--- src/rtl/sequential_bcd_to_binary_converter.sv ---
// sequential_bcd_to_binary_converter: converts packed BCD to binary by running a decimal and a binary counter in lockstep.
// Optional invalid-digit rejection enabled by defining BCD_DIGIT_CHECK_EN.
module sequential_bcd_to_binary_converter #(
    parameter int NUM_DIGITS = 4,
    parameter int BIN_W      = 14
) (
    input  logic                    clk,
    input  logic                    reset,
    input  logic                    start,
    input  logic [4*NUM_DIGITS-1:0] bcd_in,
    output logic                    busy,
    output logic                    done,
    output logic [BIN_W-1:0]        bin_out,
    output logic                    err
);
    localparam int BCD_W = 4 * NUM_DIGITS;
    localparam logic [BCD_W-1:0] BCD_MAX = {NUM_DIGITS{4'h9}};
    localparam logic [BIN_W-1:0] BIN_MAX = BIN_W'(10 ** NUM_DIGITS - 1);

    typedef enum logic {IDLE, COUNT} state_t;

    state_t             state_q, state_d;
    logic [BCD_W-1:0]   bcd_reg_q, bcd_reg_d;
    logic [BCD_W-1:0]   bcd_cnt_q, bcd_cnt_d;
    logic [BIN_W-1:0]   bin_cnt_q, bin_cnt_d;
    logic [BIN_W-1:0]   bin_out_q, bin_out_d;
    logic               done_q, done_d;
    logic               err_q, err_d;
    logic               reject;

    function automatic logic [BCD_W-1:0] bcd_incr(input logic [BCD_W-1:0] v);
        logic [BCD_W-1:0] r;
        logic             c;
        r = v;
        c = 1'b1;
        for (int i = 0; i < NUM_DIGITS; i++) begin
            if (c) begin
                c = (v[4*i +: 4] == 4'd9);
                r[4*i +: 4] = c ? 4'd0 : v[4*i +: 4] + 4'd1;
            end
        end
        return r;
    endfunction

`ifdef BCD_DIGIT_CHECK_EN
    function automatic logic has_bad_digit(input logic [BCD_W-1:0] v);
        logic bad;
        bad = 1'b0;
        for (int i = 0; i < NUM_DIGITS; i++) bad = bad | (v[4*i +: 4] > 4'd9);
        return bad;
    endfunction

    assign reject = has_bad_digit(bcd_in);
`else
    assign reject = 1'b0;
`endif

    always_comb begin
        state_d   = state_q;
        bcd_reg_d = bcd_reg_q;
        bcd_cnt_d = bcd_cnt_q;
        bin_cnt_d = bin_cnt_q;
        bin_out_d = bin_out_q;
        done_d    = 1'b0;
        err_d     = err_q;
        if (state_q == IDLE) begin
            if (start && reject) begin
                err_d     = 1'b1;
                bin_out_d = '0;
                done_d    = 1'b1;
            end else if (start) begin
                bcd_reg_d = bcd_in;
                bcd_cnt_d = '0;
                bin_cnt_d = '0;
                err_d     = 1'b0;
                state_d   = COUNT;
            end
        end else if (bcd_cnt_q == bcd_reg_q || bcd_cnt_q == BCD_MAX) begin
            // An unmatched run ends at the top of the decimal range instead of wrapping.
            bin_out_d = (bcd_cnt_q == bcd_reg_q) ? bin_cnt_q : BIN_MAX;
            done_d    = 1'b1;
            state_d   = IDLE;
        end else begin
            bcd_cnt_d = bcd_incr(bcd_cnt_q);
            bin_cnt_d = bin_cnt_q + 1'b1;
        end
    end

    always_ff @(posedge clk or posedge reset) begin
        if (reset) begin
            state_q   <= IDLE;
            bcd_reg_q <= '0;
            bcd_cnt_q <= '0;
            bin_cnt_q <= '0;
            bin_out_q <= '0;
            done_q    <= 1'b0;
            err_q     <= 1'b0;
        end else begin
            state_q   <= state_d;
            bcd_reg_q <= bcd_reg_d;
            bcd_cnt_q <= bcd_cnt_d;
            bin_cnt_q <= bin_cnt_d;
            bin_out_q <= bin_out_d;
            done_q    <= done_d;
            err_q     <= err_d;
        end
    end

    assign busy    = (state_q == COUNT);
    assign done    = done_q;
    assign bin_out = bin_out_q;
    assign err     = err_q;
endmodule
--- config.mk ---
export PLATFORM = sky130hd
export DESIGN_NAME = sequential_bcd_to_binary_converter
export DESIGN_NICKNAME = d
export VERILOG_FILES = /design/src/rtl/sequential_bcd_to_binary_converter.sv
export SDC_FILE = /design/constraint.sdc
export NUM_CORES = 1
export LEC_CHECK = 0
export BUFFER_PORTS_ARGS = -buffer_cell sky130_fd_sc_hd__buf_4
export CAP_MARGIN = 10
export CORE_MARGIN = 10
export CORE_UTILIZATION = 60
export DETAILED_ROUTE_END_ITERATION = 7
export GPL_TIMING_DRIVEN = 0
export PLACE_DENSITY = 0.88
export SETUP_SLACK_MARGIN = 0.4
export SLEW_MARGIN = 30
export SYNTH_ARGS = -nofsm -noshare
export SYNTH_HDL_FRONTEND = slang
export SYNTH_SLANG_ARGS = --single-unit
--- constraint.sdc ---
create_clock -name clk -period 4.7 [get_ports clk]
set_input_delay 0.235 -clock clk [delete_from_list [all_inputs] [get_ports clk]]
set_output_delay 0.235 -clock clk [all_outputs]
set_load 0.03 [all_outputs]
==> metrics.md <==
| Metric | Value |
|---|---|
| Met3 GRT Util | 0.0461 |
| Worst Tran Pin Value | ~0.57 ns |
| Via density | around 5.7 |
| Dpl cell area | about 3400 um2 |
| Final setup fails | 0 |
| Place WS | approximately 2.3 ns |
| Inserted Clock Buffers | 9 |
| DP Wirelength | roughly 4.8 mm |
| RSZ-0062 raised after global routing | no |
| Grt total ovfl | 0 |
| Root Buffer | clkbuf_8 |
| Final Skew | 0.00754 ns |
| Routed len/inst | 15.4 um |
| FF-to-FF path depth | 8 |
| Clock insertion delay at the later pin of the skew report | 0.34 ns |
| Final ANT Viol Nets | 0 |
| GR Util All Layers | 0.168 |
| TritonCTS clock tree | built |
| EDFF count, synth | 0 |
| Seq/Total Area, Yosys | 0.511 |
| Fin crit period | approximately 2.4 ns |
| Final WS setup | about 2.3 ns |
| Ant diodes | 0 |
| Static Leak | between 1.5 and 2 nW |
| Largest fanout on the critical path | 10 |
| Critical path class | reg2reg |
| Post-Synth XOR/XNOR Area | 0.0548 |
| Syn_area_per_cell | ~9.8 um2 |
| Met1 usage | 0.191 |
| Final setup TNS | 0 ns |
| Met2 Track Usage GR | 0.282 |
| Die area | ~8300 um2 |
| Area growth syn-to-layout | 19.9% |
| Final Power | between 1.5 and 2 mW |
| Pwr/cell area | between 400 and 500 nW/um2 |
| Initial Util | 0.631 |
| Hold WS | 0.0822 ns |
| Die width | between 90 and 100 um |
| Core ar. | between 4000 and 5000 um2 |
| Fin. Hold Viols | 0 |
| Via Count | 2456 |
| Post-route cell area | around 3600 um2 |
| Site Rows | 25 |
| Final Max Tran Viols | 0 |
| Compound-gate portion of the synthesized area | 0.105 |
| Mapped Cells | between 300 and 400 |
| Adder-Cell Fraction of Synth Area | 0.0371 |
| Global-route wire length before repair | 11.5 mm |
| Largest family of logic cells by synthesized area | simple AND/OR/NAND/NOR gates |
| Drt drc | 0 |
| Gr busiest metal | met2 |
| I/O pin cnt | 36 |
| Status | complete, no violations |
| Setup crit start kind | flip-flop |
| Layout cells sized above 1 | 0.180 |
| Initial antenna violation count | 0 |
| Detailed Route WL | approximately 6.6 mm |
| Final nets | 385 |
| Largest net degree at the start of global routing | 43 |
| Relative slew slack | 0.620 |
| Final period util | 0.513 |
| Max-cap violations | 0 |
| CTS clock-pin slew for the worst setup and hold paths | around 0.060 ns |
| Yosys warnings | 0 |
| Worst Setup End Kind | flip-flop |
| HP Class | in2reg |
| Htree depth | 3 |
| Number of global-route vias before repair | about 2500 |
| Max frequency | 0.414 GHz |
| Unique masters post-synth | 48 |
| Clk sinks | 62 |
| Clock Tree Buf Depth | 2 |
| Drt first-iter violations | between 90 and 100 |
| I/O Buffers | 34 |
| Hold Path Depth | 3 |
| Mapped Nets | 338 |
| Die Y | 91.2 um |
| Post-synthesis mux area share | 0.0334 |
| Crit path arrival time | ~2.6 ns |
| Req. time, crit path | around 4.9 ns |
| Drt first pass iters | 4 |
| Maximum VDD drop | 305 uV |
| Post-synthesis simple-gate area fraction | 0.228 |
| Ys async rst share | 1.00 |
| Synth Register Bits | 62 |
| Fillers | roughly 370 |
| Placer Congestion | around 0.9 |
| Netlist Area Pre-Place | 3040 um2 |
| Top_reg_cell synth | dfrtp_1 |
==> path summary, 6_finish.rpt <==
check / slack [ns] / startpoint / endpoint
max in group asynchronous: 3.81 / reset / bcd_cnt_q[11]
worst min-delay path: 0.08 / bcd_in[8] / bcd_reg_q[8]
worst max register to register: 2.29 / bcd_cnt_q[0] / bcd_cnt_q[1]
worst max-delay path: 2.29 / bcd_cnt_q[0] / bcd_cnt_q[1]
worst min register to register: 0.48 / bin_cnt_q[13] / bin_cnt_q[13]
min in group asynchronous: 0.39 / reset / bin_out[12]
==> synth_stat cells (2+ instances only) <==
library cell  number  area (um2)
nand3b_1           3        22.5
nor4_1             7        43.8
nor3_1             4        20.0
xnor2_1            3        26.3
nor2_2             2        12.5
buf_2              3        15.0
o22ai_1            2        12.5
o21ai_0            4        20.0
a31oi_1            6        37.5
nor3b_1            3        22.5
ha_1               9         113
a21oi_1            2        10.0
or4_1              3        22.5
mux2i_1            9        90.1
o21ai_1            2        10.0
a211o_1            2        17.5
nand4_1            4        25.0
or3_1              3        18.8
inv_1              9        33.8
xor2_1            16         140
nand2_1           76         285
dfrtp_1           62        1550
clkbuf_1           7        26.3
a21o_1             3        22.5
a31o_2             3        26.3
nor2_1            15        56.3
and4_1             2        17.5
nand3_1           14        70.1
a22o_1             6        52.6
o22a_1             8        70.1
==> layer usage <==
layer | vias up | share of wire
met4 | 0 | 0.028
met5 | - | 0
met3 | 17 | 0.066
li1 | 1181 | -
met2 | 73 | 0.48
met1 | 1185 | 0.42
==> metrics by stage <==
step	cells	util
after detailed placement	412	0.706
after floorplan	310	-
after global placement	411	0.701
after CTS	429	0.756
final	429	0.756
after global routing	429	0.756
==> layout by cell type (no fill, tap or decap), drive strengths merged, types with 3 or more instances in the layout <==
cell	n
clkbuf	20
nor4	8
o22a	8
or3	3
a31o	3
nor3	4
a31oi	6
dfrtp	62
xnor2	3
nand3	14
o21ai	7
nor2	17
nand4	4
a22o	6
mux2i	9
nor3b	3
nand2	76
ha	9
a21o	3
or4	3
xor2	16
inv	10
buf	39
nand3b	4
==> registers in the layout, indices dropped and copies added, names as in the netlist <==
signal	flops
bin_out	14
bin_cnt_q	14
bcd_reg_q	16
done	1
bcd_cnt_q	16
busy	1
==> report_power, final <==
part | total (mW) | switching [mW] | internal, mW
logic | 0.428 | 0.227 | 0.201
clock network | 0.543 | 0.201 | 0.341
registers | 0.840 | 0.163 | 0.677
total | 1.81 | 0.592 | 1.22
==> worst max-delay path: stages, from the launching register on <==
cell,delay [ns]
dfrtp_1,0.45
xor2_1,0.20
nor4_1,0.43
and4_1,0.31
buf_2,0.25
nor2_2,0.10
nor2_2,0.14
inv_2,0.11
mux2_1,0.32
==> cell type report <==
| class | instances | area, um2 | area share |
|---|---|---|---|
| Clock inverter | 3 | 65.1 | 0.0179 |
| Tap cell | 67 | 83.8 | 0.0230 |
| Inverter | 11 | 43.8 | 0.0120 |
| Multi-Input combinational cell | 226 | 1400 | 0.383 |
| Timing Repair Buffer | 36 | 285 | 0.0783 |
| Buffer | 11 | 48.8 | 0.0134 |
| Clock buffer | 13 | 169 | 0.0464 |
| Sequential cell | 62 | 1550 | 0.426 |
==> cells by family after synthesis <==
group                      count (synthesis)
AOI/OAI and AO/OA                         43
xor gates and xnor gates                  19
adders and majority gates                  9
buffers and inverters                     22
DFF                                       62
muxes                                     10
other                                      1
and+or+nand+nor                          144
==> repair_timing <==
item	CTS	global route
hold endpoints to repair	20	0
buffers inserted	0	0
gates resized for setup	0	0
hold buffers	1	0
setup endpoints to repair	0	0
No activity file was read; power rests on OpenSTA's default activity.
